**src/rtl/fetch_stage.sv**
```systemverilog
// fetch_stage: IF stage of the WISC pipeline.
// Owns the PC register and the IF/ID pipeline register, applies hazard-unit
// stall/flush controls and ID-stage redirects, freezes fetch on HLT and
// keeps a saturating count of stalled cycles for performance debug.
module fetch_stage #(
    parameter int unsigned   ADDR_W      = 16,
    parameter int unsigned   INSTR_W     = 16,
    parameter logic [15:0]   RESET_PC    = 16'h0000,
    parameter logic [3:0]    HALT_OPCODE = 4'hF,
    parameter logic [15:0]   NOP_INSTR   = 16'h0000
) (
    input  logic               clk,
    input  logic               rst_n,
    input  logic               pc_wen,
    input  logic               if_id_wen,
    input  logic               if_id_flush,
    input  logic               branch_taken,
    input  logic [ADDR_W-1:0]  branch_target,
    input  logic [INSTR_W-1:0] imem_data,
    output logic [ADDR_W-1:0]  imem_addr,
    output logic [ADDR_W-1:0]  pc,
    output logic [INSTR_W-1:0] if_id_instr,
    output logic [ADDR_W-1:0]  if_id_pc_plus2,
    output logic               if_id_valid,
    output logic               fetch_halted,
    output logic [15:0]        stall_cnt
);

    typedef enum logic {
        RUN  = 1'b0,
        HALT = 1'b1
    } state_t;

    state_t              r_state;
    logic [ADDR_W-1:0]   r_pc;
    logic [INSTR_W-1:0]  r_if_id_instr;
    logic [ADDR_W-1:0]   r_if_id_pc_plus2;
    logic                r_if_id_valid;
    logic                r_fetch_halted;
    logic [15:0]         r_stall_cnt;

    logic [ADDR_W-1:0]   w_pc_plus2;
    logic                w_is_hlt;
    logic                w_stall;

    // Sequential-address and decode helpers for the current fetch
    always_comb begin
        w_pc_plus2 = r_pc + ADDR_W'(2);
        w_is_hlt   = (imem_data[INSTR_W-1 -: 4] == HALT_OPCODE);
        w_stall    = (r_state == RUN) && !pc_wen && !branch_taken;
    end

    // PC and RUN/HALT state; a redirect beats stall and HALT
    always_ff @(posedge clk or negedge rst_n) begin
        if (!rst_n) begin
            r_pc           <= ADDR_W'(RESET_PC);
            r_state        <= RUN;
            r_fetch_halted <= 1'b0;
        end else if (branch_taken) begin
            r_pc           <= branch_target;
            r_state        <= RUN;
            r_fetch_halted <= 1'b0;
        end else if (!pc_wen) begin
            r_pc <= r_pc;
        end else if (r_state == HALT) begin
            r_pc <= r_pc;
        end else if (w_is_hlt) begin
            // PC stays on the HLT word; the HLT itself still enters IF/ID this edge
            r_state        <= HALT;
            r_fetch_halted <= 1'b1;
        end else begin
            r_pc <= w_pc_plus2;
        end
    end

    // IF/ID pipeline register: flush, hold, bubble while halted, else capture
    always_ff @(posedge clk or negedge rst_n) begin
        if (!rst_n) begin
            r_if_id_instr    <= INSTR_W'(NOP_INSTR);
            r_if_id_pc_plus2 <= '0;
            r_if_id_valid    <= 1'b0;
        end else if (if_id_flush) begin
            r_if_id_instr <= INSTR_W'(NOP_INSTR);
            r_if_id_valid <= 1'b0;
        end else if (!if_id_wen) begin
            r_if_id_valid <= r_if_id_valid;
        end else if (r_state == HALT) begin
            r_if_id_instr <= INSTR_W'(NOP_INSTR);
            r_if_id_valid <= 1'b0;
        end else begin
            r_if_id_instr    <= imem_data;
            r_if_id_pc_plus2 <= w_pc_plus2;
            r_if_id_valid    <= 1'b1;
        end
    end

    // Saturating count of cycles the hazard unit stalled a running fetch
    always_ff @(posedge clk or negedge rst_n) begin
        if (!rst_n) begin
            r_stall_cnt <= '0;
        end else if (w_stall && (r_stall_cnt != '1)) begin
            r_stall_cnt <= r_stall_cnt + 16'd1;
        end
    end

    assign imem_addr      = r_pc;
    assign pc             = r_pc;
    assign if_id_instr    = r_if_id_instr;
    assign if_id_pc_plus2 = r_if_id_pc_plus2;
    assign if_id_valid    = r_if_id_valid;
    assign fetch_halted   = r_fetch_halted;
    assign stall_cnt      = r_stall_cnt;

endmodule

```
**config.mk**
```make
export PLATFORM = sky130hd
export DESIGN_NAME = fetch_stage
export DESIGN_NICKNAME = d
export VERILOG_FILES = /design/src/rtl/fetch_stage.sv
export SDC_FILE = /design/constraint.sdc
export NUM_CORES = 1
export LEC_CHECK = 0
export CELL_PAD_IN_SITES_DETAIL_PLACEMENT = 0
export CELL_PAD_IN_SITES_GLOBAL_PLACEMENT = 1
export CORE_ASPECT_RATIO = 0.5
export CORE_UTILIZATION = 31
export CTS_BUF_LIST = sky130_fd_sc_hd__clkbuf_8
export CTS_CLUSTER_DIAMETER = 120
export DETAILED_ROUTE_END_ITERATION = 7
export PLACE_DENSITY = 0.76
export SLEW_MARGIN = 20
export SYNTH_ARGS = -nofsm -noshare
export SYNTH_HDL_FRONTEND = slang
export SYNTH_SLANG_ARGS = --single-unit
```
**constraint.sdc**
```tcl
create_clock -name clk -period 1.85 [get_ports clk]
set_input_delay 0.2775 -clock clk [delete_from_list [all_inputs] [get_ports clk]]
set_output_delay 0.2775 -clock clk [all_outputs]
set_load 0.02 [all_outputs]
```
* Word level (Yosys, flattened, before mapping)
Cells that the tools add are included.
** Operators by class
- $add $sub $neg :: 2
- Multipliers :: 0
- Divide/modulo/power cells :: 0
- Order comparisons :: 0
- Eq/ne operators :: 4
- Shifts and indexed selects :: 0
- Muxes and demuxes :: 18
- Bitwise operators :: 2
- Reduce and logical (&&, ||, !) cells :: 11
** Operators with widths (count)
- $mux W16 :: 7
- $add A16 B1 Y16 const B :: 1
- $add A16 B2 Y16 const B :: 1
- $ne A16 B16 Y1 const B :: 1
- $mux W1 :: 11
- $reduce_and A3 Y1 :: 3
- $reduce_bool A2 Y1 :: 3
- $eq A4 B4 Y1 const B :: 1
- $ne A2 B2 Y1 const B :: 2
- $logic_and A1 B1 Y1 :: 3
- $logic_not A1 Y1 :: 2
- $not A1 Y1 :: 2
** Storage, ports and cells
- Flip-flop bits (word level) :: 67
- Latch bits :: 0
- RAM bits :: 0
- ROM bits :: 0
- Input bits :: 38
- Output and inout bits :: 82
- Word-level logic and storage cells :: 44
- Memories kept :: 0

* Longest topological paths before layout
Gate-level depths: netlist (run 1).
- Word-level depth :: 5
- Mapped depth :: 6
- Mapped depth without buffers :: 5

* Worst setup path after synthesis (run 1)
OpenSTA, ideal clock, no wires.
- Path type :: reg2reg
- From :: register r_pc[1], in the netlist imem_addr[1]
- To :: register r_pc[9], in the netlist imem_addr[9]
- Library setup time :: 0.069 ns
- Arrival time :: 1.821 ns
- Required time :: 1.781 ns
- Slack :: -0.040 ns
- Cell stages (with the launch flop) :: 7
- Buffers on the path :: 1
- Period minus slack after synthesis :: 1.890 ns
- Path through :: dfrtp_1 > ha_1 > and3_1 > buf_6 > nand4_2 > or4_2 > nand3_1
** Between the ends
- Word-level cells in the longest chain between the ends :: 5
** RTL lines
- start: declaration :: RTL line 35 : logic [ADDR_W-1:0] r_pc;
- start signal: assignment :: RTL line 56 : r_pc <= ADDR_W'(RESET_PC);
- start signal: assignment :: RTL line 60 : r_pc <= branch_target;
- start signal: assignment :: RTL line 64 : r_pc <= r_pc;
- $add A16 B2 Y16 :: RTL line 48 : w_pc_plus2 = r_pc + ADDR_W'(2);
- $mux W16 :: RTL line 67 : end else if (w_is_hlt) begin
- $mux W16 :: RTL line 65 : end else if (r_state == HALT) begin
- $mux W16 :: RTL line 63 : end else if (!pc_wen) begin
- $mux W16 :: RTL line 59 : end else if (branch_taken) begin
No other way between the ends. The select of a mux whose other input is x is not followed.
A chain may end at the register's enable or synchronous reset.

* Final worst setup path (run 1)
- From :: register r_pc[3], in the netlist imem_addr[3]
- To :: output port imem_addr[3]
** RTL lines
- end: declaration :: RTL line 20 : output logic [ADDR_W-1:0] imem_addr,
No word-level cell between the ends.

==> run_results.csv, run 1 <==
group,metric,value,unit
run_status,status,"complete, no violations",
route,postRouteAntennaNets,0,
placed_design,pre_cts_ws,-0.133,ns
route,firstDrtPassIters,4,
clock_tree,htree_levels,3,
global_route,busiest_layer,"met2",
global_route,grtUsageMet3,0.0461,
synthesis,ys_async_sr_fraction,1.00,
clock_tree,cts_root_buffer,"clkbuf_8",
floorplan,io_pins,120,
layout,n_antenna_cell,0,
route,via_per_inst,4.77,
global_route,gr-usage-all-layers,0.164,
synthesis,synth_seq_cells,67,
floorplan,start_util,0.321,
min_path,min_path_type,"input pin to async pin",
synthesis,synth_compound_area_frac,0.122,
synthesis,avgSynthCellArea,10.2,um^2
synthesis,synthCells,321,
layout,nets,497,
floorplan,fp.dieH,74.8,um
route,drt_wl_total,8.81,mm
critical_path,r2r_cells,5,
pwr,power_density,929,nW/um^2
critical_path,worstReg2RegStart,"imem_addr[2]",
critical_path,path_cells,"buf_4, clkdlybuf4s50_1",
critical_path,ff2ff_setup_slack,0.10,ns
global_route,use_met1,0.224,
critical_path,cp_max_fo,5,
timing,finalSetupViolCount,0,
pwr,p_leak,2.16,nW
synthesis,synth-simple-area-share,0.196,
timing,fin_crit_sh,0.979,
pwr,ir_worst_vdd,0.644,mV
synthesis,synth_ff_type,"dfrtp_1",
synthesis,yosys-mux-area-fraction,0.00989,
clock_tree,clk_latency,0.36,ns
critical_path,critPathLaunchType,"flip-flop",
critical_path,crit_required,1.57,ns
critical_path,arrival,1.53,ns
timing,fin_skew,0.00887,ns
placed_design,numPortBuffers,119,
critical_path,r2r-end,"imem_addr[9]",
critical_path,critical_path.top_delay_family,"buffers and inverters",
synthesis,synthAdderAreaFrac,0.00761,
clock_tree,cts_tree,"done",
timing,fin_ws,0.0382,ns
clock_tree,clock-sinks,67,
synthesis,syn_area,3290,um^2
global_route,grt_max_degree,28,
timing,max_clock_freq,552,MHz
global_route,met2_usage,0.259,
floorplan,die_area,11000,um^2
job,maxCapViolCount,0,
route,drt-initial-drc-count,126,
critical_path,crit_type,"flip-flop to primary output",
critical_path,crit_path_max_incr_delay,0.60,ns
floorplan,rows,26,
route,drc_errors,0,
layout,final_cell_count_no_fill,602,
layout,seqCellArea,1680,um^2
timing,slew_viol_final,0,
timing,worst_hold_slack,0.357,ns
layout,layout-drive-gt1-share,0.149,
timing,tightest_slew,0.418,ns
synthesis,synth_edf_count,0,
clock_tree,clk_pin_slew_worst_paths,0.08,ns
synthesis,seq_area_frac_synth,0.510,
placed_design,gp_congestion,0.751,
global_route,antenna_found_initial,0,
synthesis,ys_warn_count,0,
synthesis,synth_fp_nets,361,
placed_design,dp.final_hpwl,6.51,mm
synthesis,synth_top_family_by_area,"simple AND/OR/NAND/NOR gates",
route,routedWlPerCell,14.6,um
clock_tree,cts_max_path_buffers,2,
critical_path,slowest_stage,"clkdlybuf4s50_1",
global_route,grt_first_pass_wirelength,13.9,mm
floorplan,core,10200,um^2
route,vias,2871,
layout,area_delta_synth_final,51.8,%
synthesis,yosys.area_share.xor_xnor,0.0826,
floorplan,die_w,148,um
timing,fin_crit,1.81,ns
layout,fillers,984,
timing,hold_violations,0,
placed_design,dp.cells,585,
layout,multi_input_area,1380,um^2
synthesis,yosysUniqueCellTypes,43,
clock_tree,cts_buffers,9,
critical_path,cp_num_buf_inv,2,
critical_path,worst_setup_path_end_kind,"primary output",
global_route,grt-ovfl-total,0,
global_route,grt_pass1_vias,2699,
timing,relSlewSlack,0.721,
## cell usage after synthesis, types with 3 or more instances
cell type,number,area (um^2)
nand3_1,15,75.1
and4_1,6,52.6
or3_1,4,25.0
clkbuf_1,10,37.5
a22o_1,16,140
nand4_1,9,56.3
o21ai_0,24,120
a31oi_1,8,50.1
buf_4,18,135
and3_1,6,37.5
a21oi_1,6,30.0
xnor2_1,13,114
o211ai_1,3,22.5
buf_2,3,15.0
dfrtp_1,67,1680
nor3_1,3,15.0
xor2_1,18,158
or4_1,3,22.5
nor2_1,12,45.0
inv_1,5,18.8
nand2_1,41,154
## final cells by class
cell class | count | share of cell area
clock buffers | 10 | 0.0276
inverters | 5 | 0.00376
well taps | 140 | 0.0351
repair buffers | 159 | 0.302
multi-input cells | 215 | 0.276
flip-flops and latches | 67 | 0.336
clock inverters | 6 | 0.0191
## flip-flops by register name (all words and copies together), names as in the netlist
| name | count |
|---|---|
| fetch_halted | 1 |
| r_state | 1 |
| stall_cnt | 16 |
| imem_addr | 16 |
| if_id_valid | 1 |
| if_id_pc_plus2 | 16 |
| if_id_instr | 16 |
## cell usage in the layout, fill, tap and decap left out, drive strengths merged
master	instances
clkdlybuf4s50	116
dfrtp	67
nand2	41
buf	40
o21ai	24
xor2	18
a22o	16
nand3	16
xnor2	13
nor2	12
nand4	11
clkbuf	10
a31oi	8
and4	7
inv	7
a21oi	6
and3	6
or3	6
or4	5
nor3	3
o211ai	3
and2	3
a211oi	2
mux2	2
nor2b	2
o31ai	2
nand4b	2
ha	2
clkinv	2
bufinv	2
dlymetal6s2s	2
mux2i	1
nor4	1
nor3b	1
nand3b	1
a211o	1
dlygate4sd3	1
## where the power goes
group / leakage [nW] / total [mW] / switching (mW) / internal [mW]
registers: 0.851 / 1.82 / 0.162 / 1.66
clock network: 0.117 / 1.43 / 0.623 / 0.810
logic: 1.19 / 1.39 / 0.695 / 0.690
total: 2.16 / 4.64 / 1.48 / 3.16
## repair_timing
item | CTS | global route
endpoints found under the hold margin | 12 | 0
hold buffers | 1 | 0
setup endpoints to repair | 0 | 8
buffers inserted | 0 | 0
resized for setup | 0 | 4
## kinds of logic (layout without fill, tap and decap cells)
logic type      count (synthesis)  in the layout
flops                          67             67
compound gates                 62             62
mux                             3              3
simple gates                  117            117
buf+inv                        39            180
fa+ha+maj                       2              2
xor+xnor                       31             31
## layer usage
| layer | up-vias | share of wire |
|---|---|---|
| met3 | 10 | 0.046 |
| met1 | 1387 | 0.50 |
| met5 | - | 0 |
| li1 | 1397 | - |
| met4 | 0 | 0.0082 |
| met2 | 77 | 0.45 |
## metrics by stage
step | total power, mW | area [um^2] | utilization | setup TNS, ns
after detailed placement | 3.24 | 4740 | 0.462 | -0.419
after global routing | 4.87 | 4990 | 0.487 | -0.00465
final | 4.64 | 4990 | 0.487 | 0
after floorplan | 2.50 | 3290 | - | 0
after global placement | 3.23 | 4740 | 0.462 | -0.345
after CTS | 4.68 | 4980 | 0.486 | 0
## how the worst max path moves through the flow
stage                      start             to  cells after the start
CTS                 imem_addr[2]   imem_addr[9]                      5
global placement          pc_wen  imem_addr[14]                      6
finish              imem_addr[3]   imem_addr[3]                      2
floorplan           imem_addr[5]  imem_addr[14]                      6
global route        imem_addr[3]   imem_addr[3]                      2
detailed placement        pc_wen  imem_addr[14]                      6
Power figures use the tool's default switching activity.
==> run 2: changes to the inputs <==
CORE_MARGIN = 4   (was unset)
==> run 2 against run 1 <==
Effect of this change:
- combinational power is 3% higher
- highest routed layer unchanged
- clock power is 6% higher
- flip-flop and latch count stayed put
- first-iteration DRC count is 40% lower
- clock skew hardly changed
- via count is 0.35% lower
==> run_results.csv, run 2 (same netlist as run 1, synthesis figures left out) <==
group,metric,value,unit
critical_path,r2r_cells,5,
layout,final_area,5070,um^2
floorplan,start_util,0.320,
clock_tree,htree_levels,3,
pwr,power_density,935,nW/um^2
floorplan,fp.dieH,80.8,um
critical_path,cp_max_fo,6,
timing,finalSetupViolCount,0,
layout,final_cell_mix,"114 x clkdlybuf4s50_1, 65 x dfrtp_1, 45 x buf_4",
layout,final_cell_count_no_fill,609,
clock_tree,clk_latency,0.35,ns
pwr,ir_worst_vdd,0.485,mV
layout,final_common_cell,"clkdlybuf4s50_1",
critical_path,worst_setup_path_end_kind,"primary output",
clock_tree,clk_pin_slew_worst_paths,0.08,ns
placed_design,post_dp_cell_area,4790,um^2
run_status,status,"complete, no violations",
timing,fin_skew,0.00840,ns
timing,relSlewSlack,0.680,
placed_design,numPortBuffers,119,
timing,rsz0062_at_grt,"false",
route,vias,2861,
global_route,grt_pass1_vias,2813,
floorplan,core,10300,um^2
global_route,gr-usage-all-layers,0.147,
route,wl_met1,4.18,mm
layout,area_delta_synth_final,54.3,%
pwr,p_leak,2.21,nW
global_route,grt-ovfl-total,0,
critical_path,crit_type,"flip-flop to primary output",
route,highest_layer,"met4",
global_route,grt_first_pass_wirelength,14.6,mm
min_path,min_path_type,"input pin to async pin",
clock_tree,cts_tree,"done",
route,drt_wl_total,9.10,mm
route,wl_met3,404,um
layout,seqCellArea,1680,um^2
critical_path,crit_required,1.57,ns
floorplan,die_w,154,um
floorplan,die_area,12400,um^2
layout,nets,504,
clock_tree,clock-sinks,67,
timing,tightest_slew,0.479,ns
placed_design,dp.final_hpwl,7.07,mm
layout,fillers,988,
route,routedWlPerCell,14.9,um
critical_path,worstReg2RegStart,"imem_addr[1]",
timing,hold_violations,0,
layout,multi_input_area,1390,um^2
route,postRouteAntennaNets,0,
placed_design,dp.cells,592,
clock_tree,cts_root_buffer,"clkbuf_8",
critical_path,r2r-end,"if_id_pc_plus2[11]",
global_route,antenna_found_initial,0,
floorplan,io_pins,120,
critical_path,ff2ff_setup_slack,0.12,ns
placed_design,gp_congestion,0.803,
timing,slew_viol_final,0,
job,maxCapViolCount,0,
layout,n_antenna_cell,0,
global_route,grt_max_degree,28,
clock_tree,cts_buffers,9,
route,drc_errors,0,
route,met2WireLength,4.42,mm
pwr,power,4.74,mW
timing,fin_crit_sh,0.976,
timing,fin_crit,1.80,ns
route,firstDrtPassIters,5,
floorplan,rows,26,
route,drt-initial-drc-count,76,
clock_tree,cts_max_path_buffers,2,
timing,max_clock_freq,554,MHz
critical_path,arrival,1.53,ns
layout,layout-drive-gt1-share,0.162,
layout,utilization,0.493,
clock_tree,post_cts_buffers,0,
critical_path,critPathLaunchType,"flip-flop",
route,via_per_inst,4.70,
-- run 2: changes by cell type in the layout (fill, tap and decap cells not counted), sizes merged --
| cell | change |
|---|---|
| clkbuf | -1 |
| inv | -1 |
| buf | +7 |
| clkdlybuf4s50 | -2 |
| dlymetal6s2s | +2 |
| clkinvlp | +1 |
| bufinv | +1 |
-- run 2: per-stage QoR --
step	setup slack (ns)	hold WS, ns	TNS (ns)
2_1_floorplan	0.0393	-0.0181	0
3_3_place_gp	-0.0844	0.263	-0.301
3_5_place_dp	-0.0957	0.273	-0.410
4_1_cts	0.0122	0.415	0
5_1_grt	0.000657	0.439	0
6_report	0.0451	0.415	0
-- run 2: how the worst max path moves through the flow --
stage | startpoint | to | cells after the start
4_1_cts | imem_addr[1] | imem_addr[1] | 2
6_report | imem_addr[10] | pc[10] | 2
3_5_place_dp | pc_wen | imem_addr[14] | 6
2_1_floorplan | imem_addr[5] | imem_addr[14] | 6
5_1_grt | imem_addr[1] | imem_addr[15] | 5
3_3_place_gp | pc_wen | imem_addr[9] | 6
-- run 2: timing repair --
action                                  CTS  global route
hold endpoints to repair                 17             0
hold buffers                              1             0
endpoints found under the setup margin    0             9
gates resized for setup                   0             7
-- run 2: layout make-up --
class	count	share of cell area
clock inverters	7	0.0244
well taps	140	0.0345
repair buffers	166	0.308
multi-input cells	215	0.274
clock buffers	9	0.0244
inverters	5	0.00370
flip-flops and latches	67	0.331
-- run 2: routing by layer --
layer  up-vias  global-route usage
met5         -                   0
met4         0              0.0352
met3        10              0.0474
met2        60               0.244
met1      1378               0.190
li1       1413                   -
-- run 2: where the power goes --
group | switching, mW | internal [mW] | total, mW
logic | 0.720 | 0.712 | 1.43
clock network | 0.602 | 0.903 | 1.51
registers | 0.146 | 1.66 | 1.80
total | 1.47 | 3.27 | 4.74
-- run 2: critical path, cell delays in order (launching register included) --
cell             delay, ns
dfrtp_1               0.41
buf_4                 0.16
clkdlybuf4s50_1       0.60
==> run 3: changes to the inputs <==
CTS_CLUSTER_SIZE = 12   (was unset)
SKIP_LAST_GASP = 1   (was unset)
==> run 3 against run 2 <==
Effect of this change:
- flip-flop and latch count did not move
- combinational power hardly changed
- fmax fell by 0.26%
- via count about the same
==> run_results.csv, run 3 (same netlist as run 1, synthesis figures left out) <==
group,metric,value,unit
run_status,status,"complete, no violations",
layout,fillers,988,
layout,final_common_cell,"clkdlybuf4s50_1",
route,routedWlPerCell,14.9,um
global_route,grt_first_pass_wirelength,14.6,mm
clock_tree,clk_latency,0.35,ns
clock_tree,clk_pin_slew_worst_paths,0.08,ns
layout,nets,504,
timing,worst_hold_slack,0.416,ns
pwr,power.share.switching,0.309,
placed_design,gp_congestion,0.803,
global_route,antenna_found_initial,0,
layout,area_delta_synth_final,53.9,%
route,vias,2863,
clock_tree,cts_root_buffer,"clkbuf_8",
floorplan,start_util,0.320,
route,firstDrtPassIters,5,
route,drc_errors,0,
timing,rsz0062_at_grt,"true",
floorplan,die_w,154,um
pwr,power_density,937,nW/um^2
pwr,p_comb_frac,0.302,
floorplan,core,10300,um^2
layout,n_antenna_cell,0,
global_route,grt_max_degree,28,
placed_design,numPortBuffers,119,
critical_path,path_cells,"buf_4, clkdlybuf4s50_1",
timing,fin_ws,0.0403,ns
clock_tree,cts_tree,"done",
critical_path,critPathLaunchType,"flip-flop",
layout,layout-drive-gt1-share,0.162,
critical_path,cp_max_fo,6,
timing,fin_crit,1.81,ns
placed_design,dp.final_hpwl,7.07,mm
pwr,p_seq_frac,0.381,
timing,relSlewSlack,0.681,
timing,tns,0,ns
critical_path,arrival,1.53,ns
floorplan,fp.dieH,80.8,um
clock_tree,cts_buffers,9,
critical_path,crit_required,1.57,ns
layout,seqCellArea,1680,um^2
layout,multi_input_area,1380,um^2
global_route,grt-ovfl-total,0,
job,maxCapViolCount,0,
route,postRouteAntennaNets,0,
critical_path,worst_setup_path_end_kind,"primary output",
timing,tightest_slew,0.478,ns
critical_path,crit_path_max_incr_delay,0.60,ns
route,drt-initial-drc-count,89,
critical_path,slowest_stage,"clkdlybuf4s50_1",
placed_design,pre_cts_ws,-0.0957,ns
floorplan,io_pins,120,
clock_tree,clock-sinks,67,
route,via_per_inst,4.70,
timing,slew_viol_final,0,
timing,fin_skew,0.00846,ns
pwr,p_sw,1.47,mW
min_path,min_path_type,"input pin to async pin",
floorplan,rows,26,
pwr,ir_worst_vdd,0.485,mV
pwr,intPower,3.27,mW
timing,hold_violations,0,
placed_design,dp.cells,592,
global_route,grt_pass1_vias,2813,
timing,max_clock_freq,553,MHz
critical_path,crit_type,"flip-flop to primary output",
timing,finalSetupViolCount,0,
clock_tree,post_cts_buffers,0,
timing,fin_crit_sh,0.978,
pwr,clockPowerShare,0.317,
clock_tree,cts_max_path_buffers,2,
global_route,gr-usage-all-layers,0.147,
layout,final_cell_mix,"115 x clkdlybuf4s50_1, 65 x dfrtp_1, 45 x buf_4",
clock_tree,htree_levels,3,
pwr,p_leak,2.21,nW
layout,final_cell_count_no_fill,609,
floorplan,die_area,12400,um^2
route,drt_wl_total,9.09,mm
[run 3: cell types whose count changed in the layout (fill, tap and decap cells not counted), sizes merged]
cell | before | now
dlymetal6s2s | 4 | 3
clkdlybuf4s50 | 114 | 115
[run 3: timing repair]
action / CTS / global route
hold endpoints to repair: 17 / 0
hold buffers: 1 / 0
setup endpoints to repair: 0 / 9
resized for setup: 0 / 5
[run 3: worst max-delay path, delay by kind of cell, from the launching register on]
family,cells,cell delay [ns]
buffers and inverters,2,0.77
DFF,1,0.41
[run 3: cell type report]
cell class / instances / share of cell area
inverter: 5 / 0.00371
clock inverter: 7 / 0.0245
sequential: 67 / 0.332
clock buffer: 9 / 0.0245
tap: 140 / 0.0346
multi-input combinational: 215 / 0.272
timing repair buffer: 166 / 0.309
[run 3: per-stage QoR]
stage           util  power [mW]  cell area [um^2]
2_1_floorplan      -        2.50              3290
4_1_cts        0.491        4.82              5050
6_report       0.492        4.74              5060
3_5_place_dp   0.466        3.29              4790
5_1_grt        0.492        5.00              5060
3_3_place_gp   0.466        3.26              4790
[run 3: power groups by stage]
stage          Clock (mW)  Combinational (mW)  Sequential, mW
6_report             1.50                1.43            1.80
5_1_grt              1.61                1.55            1.83
4_1_cts              1.55                1.46            1.81
3_5_place_dp            0                1.45            1.84
3_3_place_gp            0                1.44            1.83
2_1_floorplan           0               0.412            2.08
[run 3: metal layers]
| metal | share of wire | track usage |
|---|---|---|
| met5 | 0 | 0 |
| met4 | 0.011 | 0.0352 |
| met3 | 0.045 | 0.0474 |
| met2 | 0.48 | 0.244 |
| met1 | 0.46 | 0.190 |
[run 3: final timing paths]
kind | startpoint | end | slack (ns) | cells past startpoint
max | imem_addr[10] | pc[10] | 0.04 | 2
min | rst_n | if_id_instr[2] | 0.42 | 2
max reg2reg | imem_addr[1] | imem_addr[9] | 0.11 | 5
min reg2reg | if_id_pc_plus2[9] | if_id_pc_plus2[9] | 0.48 | 2
max in group asynchronous | rst_n | imem_addr[6] | 0.89 | 3
min in group clk | if_id_pc_plus2[9] | if_id_pc_plus2[9] | 0.48 | 2
